--- src/rtl/correlator_sched_ctrl.sv ---
// Correlator scheduler: decodes UART command bytes into configuration and generates integration boundaries.
// Optional command acknowledge outputs (ack_data/ack_valid) are built when CMD_ACK_EN is defined.
module correlator_sched_ctrl #(
  parameter int              NUM_INPUTS     = 4,
  parameter int              DELAY_WIDTH    = 20,
  parameter int              PERIOD_WIDTH   = 32,
  parameter longint unsigned DEFAULT_PERIOD = 50000000
) (
  input  logic                              clk,
  input  logic                              reset,
  input  logic [7:0]                        rx_data,
  input  logic                              rx_valid,
  input  logic                              tx_busy,
  output logic [NUM_INPUTS*DELAY_WIDTH-1:0] delay_flat,
  output logic [31:0]                       leds,
  output logic [3:0]                        baud_rate,
  output logic                              transmit_enable,
  output logic                              integration_pulse,
  output logic                              counter_reset,
  output logic                              tx_start,
  output logic [7:0]                        overrun_count
`ifdef CMD_ACK_EN
  ,
  output logic [7:0]                        ack_data,
  output logic                              ack_valid
`endif
);

  localparam int NIBBLES = (DELAY_WIDTH + 3) / 4;
  localparam int PTR_W   = (NIBBLES > 1) ? $clog2(NIBBLES) : 1;
  localparam logic [PERIOD_WIDTH-1:0] RESET_PERIOD = PERIOD_WIDTH'(DEFAULT_PERIOD);
  localparam logic [PTR_W-1:0]        LAST_PTR     = PTR_W'(NIBBLES - 1);

  localparam logic [3:0] OP_CLEAR          = 4'd0;
  localparam logic [3:0] OP_SET_INDEX      = 4'd1;
  localparam logic [3:0] OP_SET_LEDS       = 4'd2;
  localparam logic [3:0] OP_SET_BAUD_RATE  = 4'd3;
  localparam logic [3:0] OP_SET_DELAY      = 4'd4;
  localparam logic [3:0] OP_SET_PERIOD     = 4'd5;
  localparam logic [3:0] OP_ENABLE_CAPTURE = 4'd13;

  logic [3:0]              opcode;
  logic [3:0]              arg;
  logic [DELAY_WIDTH-1:0]  staged [NUM_INPUTS];
  logic [3:0]              index;
  logic [PTR_W-1:0]        ptr;
  logic [PERIOD_WIDTH-1:0] period;
  logic [PERIOD_WIDTH-1:0] period_pending;
  logic [PERIOD_WIDTH-1:0] timer;
  logic                    boundary;

  assign opcode = rx_data[3:0];
  assign arg    = rx_data[7:4];

  assign boundary          = (period != '0) && (timer == period - PERIOD_WIDTH'(1));
  assign integration_pulse = boundary;
  assign tx_start          = boundary && transmit_enable && !tx_busy;

  // Nibbles that land past DELAY_WIDTH fall off when the result is truncated.
  function automatic logic [DELAY_WIDTH-1:0] put_nibble(
    input logic [DELAY_WIDTH-1:0] cur,
    input logic [PTR_W-1:0]       pos,
    input logic [3:0]             nib
  );
    logic [NIBBLES*4-1:0] ext;
    ext = '0;
    ext[DELAY_WIDTH-1:0] = cur;
    for (int k = 0; k < NIBBLES; k++) begin
      if (int'(pos) == k) ext[k*4 +: 4] = nib;
    end
    return ext[DELAY_WIDTH-1:0];
  endfunction

  always_ff @(posedge clk) begin
    if (reset) begin
      timer         <= '0;
      period        <= RESET_PERIOD;
      counter_reset <= 1'b0;
      overrun_count <= '0;
      delay_flat    <= '0;
    end else begin
      counter_reset <= boundary;
      if (boundary) begin
        timer  <= '0;
        period <= period_pending;
        for (int i = 0; i < NUM_INPUTS; i++) begin
          delay_flat[i*DELAY_WIDTH +: DELAY_WIDTH] <= staged[i];
        end
        if (transmit_enable && tx_busy && overrun_count != 8'hFF) begin
          overrun_count <= overrun_count + 8'd1;
        end
      end else if (period == '0) begin
        // No boundaries will ever occur at period 0, so let a new period take hold directly.
        timer  <= '0;
        period <= period_pending;
      end else begin
        timer <= timer + PERIOD_WIDTH'(1);
      end
    end
  end

  always_ff @(posedge clk) begin
    if (reset) begin
      index           <= '0;
      ptr             <= '0;
      leds            <= '0;
      baud_rate       <= '0;
      transmit_enable <= 1'b0;
      period_pending  <= RESET_PERIOD;
      for (int i = 0; i < NUM_INPUTS; i++) staged[i] <= '0;
    end else if (rx_valid) begin
      case (opcode)
        OP_CLEAR:         ptr <= '0;
        OP_SET_INDEX:     index <= arg;
        OP_SET_LEDS: begin
          for (int j = 0; j < 16; j++) begin
            if (int'(index) == j) leds[j*2 +: 2] <= arg[1:0];
          end
        end
        OP_SET_BAUD_RATE: baud_rate <= arg;
        OP_SET_DELAY: begin
          for (int i = 0; i < NUM_INPUTS; i++) begin
            if (int'(index) == i) staged[i] <= put_nibble(staged[i], ptr, arg);
          end
          ptr <= (ptr == LAST_PTR) ? '0 : ptr + PTR_W'(1);
        end
        OP_SET_PERIOD:     period_pending <= {period_pending[PERIOD_WIDTH-5:0], arg};
        OP_ENABLE_CAPTURE: transmit_enable <= arg[0];
        default: ;
      endcase
    end
  end

`ifdef CMD_ACK_EN
  logic known_op;

  always_comb begin
    known_op = 1'b0;
    case (opcode)
      OP_CLEAR, OP_SET_INDEX, OP_SET_LEDS, OP_SET_BAUD_RATE,
      OP_SET_DELAY, OP_SET_PERIOD, OP_ENABLE_CAPTURE: known_op = 1'b1;
      default: known_op = 1'b0;
    endcase
  end

  always_ff @(posedge clk) begin
    if (reset) begin
      ack_valid <= 1'b0;
      ack_data  <= '0;
    end else begin
      ack_valid <= rx_valid;
      if (rx_valid) ack_data <= known_op ? {index, opcode} : 8'hFF;
    end
  end
`endif

endmodule

--- config.mk ---
export PLATFORM = sky130hd
export DESIGN_NAME = correlator_sched_ctrl
export DESIGN_NICKNAME = d
export VERILOG_FILES = /design/src/rtl/correlator_sched_ctrl.sv
export SDC_FILE = /design/constraint.sdc
export NUM_CORES = 1
export LEC_CHECK = 0
export BUFFER_PORTS_ARGS = -buffer_cell sky130_fd_sc_hd__buf_2
export CAP_MARGIN = 10
export CORE_ASPECT_RATIO = 0.5
export CORE_MARGIN = 2
export CORE_UTILIZATION = 50
export CTS_CLUSTER_SIZE = 10
export DETAILED_ROUTE_END_ITERATION = 16
export PLACE_DENSITY_LB_ADDON = 0.12
export SETUP_SLACK_MARGIN = 0.5
export SLEW_MARGIN = 10
export SYNTH_ARGS = -nofsm -noshare
export SYNTH_HDL_FRONTEND = slang
export SYNTH_SLANG_ARGS = --single-unit
--- constraint.sdc ---
create_clock -name clk -period 6.6 [get_ports clk]
set_input_delay 0.66 -clock clk [delete_from_list [all_inputs] [get_ports clk]]
set_output_delay 0.66 -clock clk [all_outputs]
set_load 0.01 [all_outputs]
==> impl_summary.txt <==
----------------------------------------------------
[Power]
  Overall power of the completed layout ... 3.89 mW
  Worst VDD drop ... about 0.00017 V
  Total power divided by cell area ... 249 nW/um2
  Leakage power of the design ... 5.71 nW

[Critical path]
  Startpoint type of the worst setup path ... register
  Cells along the critical path ... inv_1 > ha_1 > or4b_2 > nor3_1 > nand3_1 > o31ai_1 > nand3_1 > nor3_1 > o311ai_0 > nor3b_1 > buf_2
  Cell with the biggest individual delay on the critical path ... or4b_2
  Worst r2r src ... period[21]
  Critical Path Source ... period[0]
  End point of the critical path ... tx_start
  CP endpoint kind ... output pin
  Setup slack of the most critical reg-to-reg path ... about 2.1 ns
  Worst EP arrival ... 4.25 ns
  Worst Reg-to-Reg Cells ... 9
  Worst reg2reg endpoint ... delay_flat[49]
  Critical path data required time ... between 5 and 6 ns
  CP Class ... register to output pin
  Largest stage delay on the critical path ... 0.69 ns
  Critical path peak fanout ... 7

[Global routing]
  Routing usage on met3 ... between 4 and 5%
  Total congestion overflow after global routing ... 0
  Largest net degree at the start of global routing ... 96
  Global route hottest layer ... met2
  GR Util All Layers ... between 20% and 30%
  Met1 track demand over resource in global routing ... about a third
  Wire length of the first global-routing pass ... approximately 58,000 um
  Met2 Use GR ... between 40% and 50%
  Via count of the first global-routing pass ... ~11,000
  Number of antenna violations at the first check in global routing ... 1

[Synthesis]
  Synthesized instance count ... roughly 1,500
  Share of synthesized flip-flops with an asynchronous set or reset ... 0%
  Number of synthesized register bits ... slightly above 300
  Distinct cells, synth ... between 50 and 60
  Top area cells in the synthesized netlist ... dfxtp_1 (33%), edfxtp_1 (17%), a21oi_1 (4.7%)
  Area share of the leading cell type in the synthesized netlist ... 33.1%
  Most frequently used flop master after synthesis ... dfxtp_1
  Post-Synthesis Cell Area ... between 10,000 and 15,000 um2
  Average instance area after synthesis ... around 9.4 um2
  Cell taking the most area after synthesis ... dfxtp_1
  Synthesized netlist net count ... 1,499
  EDFF count, synth ... 80
  Post-synthesis sequential area ratio ... 50.4%
  Total of warnings raised by yosys ... 0

[Drt]
  Per-cell routed wire length ... 18.8 um
  Detailed-route wire length ... around 37,000 um
  1st-iter DRT viols ... 938
  Antenna-violating nets left ... 0
  Vias per cell ... 5.90
  Via Count ... 11,400
  Number of iterations in the first detailed-routing pass ... 5
  DRC ... 0

[STA]
  Share of the cycle needed by the critical path after routing ... roughly three quarters
  Top achievable clock speed ... approximately 200 MHz
  Minimum period implied by the final worst setup slack ... around 4.9 ns
  Slew at the pin closest to its max-slew limit ... between 1 and 1.5 ns
  Unrepaired setup endpoints after global routing ... false
  Post-Route Skew ... 0.0197 ns
  Worst hold slack after final layout ... about 0.43 ns
  Worst-case headroom to the max-slew limit ... between 20% and 30%
  Final slew viol count ... 0
  Hold Vio Cnt, Final ... 0
  Final total negative setup slack ... 0 ns
  Endpoints failing setup ... 0

[Run status]
  Status ... finished, final reports clean

[Floorplan]
  Die area ... ~30,000 um2
  Total core area ... roughly 27,000 um2
  Starting Density ... 50.4%
  Height of the die ... about 120 um
  Die extent in x ... 239 um
  Top-level port count ... 140
  Row Count ... 43

[Placed design]
  RD Place Congestion ... slightly below 0.9
  Placed Cells incl. Taps ... approximately 1,900
  Number of buffers inserted by port buffering ... between 100 and 150
  Sum of net half-perimeters after detailed placement ... 23,500 um

[Clock tree]
  Worst-Skew Late Latency ... approximately 0.54 ns
  Post-CTS setup-driven buffer insertion count ... 0
  Clock-pin transition on the worst setup and hold timing paths ... 0.06 ns
  Sinks on the clock net ... 309
  Number of buffers added by the clock tree synthesis step ... 36
  CTS Root Cell ... clkbuf_16
  Clock tree from TritonCTS ... done
  Maximum buffer depth of the clock tree ... 3
  Maximum level of the CTS H-tree ... 2
  Hold-fix buffers, CTS ... 0
  Cts repair resizes ... 0

[Layout]
  # nets final ... between 1,500 and 2,000
  Commonest cells after routing, fill and taps aside ... dfxtp_1 (229), nand2_1 (173), buf_2 (138), a21oi_1 (130), nor2_1 (105)
  Fraction of final layout cells sized beyond drive strength 1 ... 14.9%
  Growth of design area from synthesis to finish ... 12.7%
  Most common cell after layout, fill and taps aside ... dfxtp_1
  Number of standard cells in the final layout excluding fillers ... 1,938

[Hold path]
  Worst hold path class ... input pin to register

[Run]
  Max-capacitance violation count ... 0

----------------------------------------------------
-- routing by layer --
| metal | vias to the layer above | routed length, um |
|---|---|---|
| met5 | - | 0 |
| met4 | 0 | 735 |
| met3 | 57 | 1700 |
| met2 | 265 | 17000 |
| met1 | 5583 | 17100 |
| li1 | 5530 | - |
-- worst min-delay path by stage --
stage                              end               start  cells after the start
floorplan           period_pending[27]  period_pending[23]                      2
global placement              leds[14]            leds[14]                      2
detailed placement  period_pending[24]  period_pending[20]                      2
CTS                             ptr[1]          rx_data[2]                      3
global route        period_pending[26]  period_pending[22]                      2
finish                          ptr[1]          rx_data[2]                      3
-- registers in the layout (all words and copies together), names as in the netlist, 3 cells and up --
name / cells
leds: 32
period: 32
ptr: 3
index: 4
period_pending: 32
overrun_count: 8
timer: 32
delay_flat: 80
baud_rate: 4
staged: 80
-- power by group --
group / switching [mW] / internal, mW
combinational: 0.0747 / 0.0267
sequential: 0.0176 / 1.97
clock: 0.778 / 1.03
total: 0.870 / 3.02
-- metrics by stage --
step	utilization [%]	worst slack, ns	cell area (um2)
final	56.8	1.69	15600
after global routing	56.8	1.43	15600
after CTS	56.8	1.65	15600
after detailed placement	53.1	2.12	14600
after global placement	53.1	1.99	14600
after floorplan	-	2.99	13900
-- cell families after synthesis --
group / share of synthesized area (%)
buf+inv: 4.93
simple gates: 20.9
flops: 50.4
compound gates: 16.2
fa+ha+maj: 0.722
xor+xnor: 4.49
mux: 2.36
-- synth_stat cells, drive strengths merged (31+ instances only) --
cell type,number
nand3,54
xor2,40
nand4,95
o211ai,38
nand2,173
nor2b,31
clkbuf,80
buf,50
a21oi,130
dfxtp,229
o31ai,86
edfxtp,80
nor2,106
xnor2,31
-- final cells by class --
cell class | instances | area, um2
multi-input cells | 1015 | 6240
clock buffers | 51 | 978
repair buffers | 153 | 803
diodes | 1 | 2.50
inverters | 25 | 93.8
flip-flops and latches | 309 | 6990
fillers | 2455 | 11900
well taps | 382 | 478
clock inverters | 2 | 40.0
-- worst max-delay path, delay by kind of cell, from the launching register on --
| family | cells | cell delay, ns |
|---|---|---|
| AO/OA/AOI/OAI | 2 | 0.75 |
| adder cells (fa/ha/maj) | 1 | 0.26 |
| buffers and inverters | 2 | 0.26 |
| AND/OR/NAND/NOR | 6 | 2.10 |
| flip-flops | 1 | 0.36 |
(Power assumes the default switching activity.)
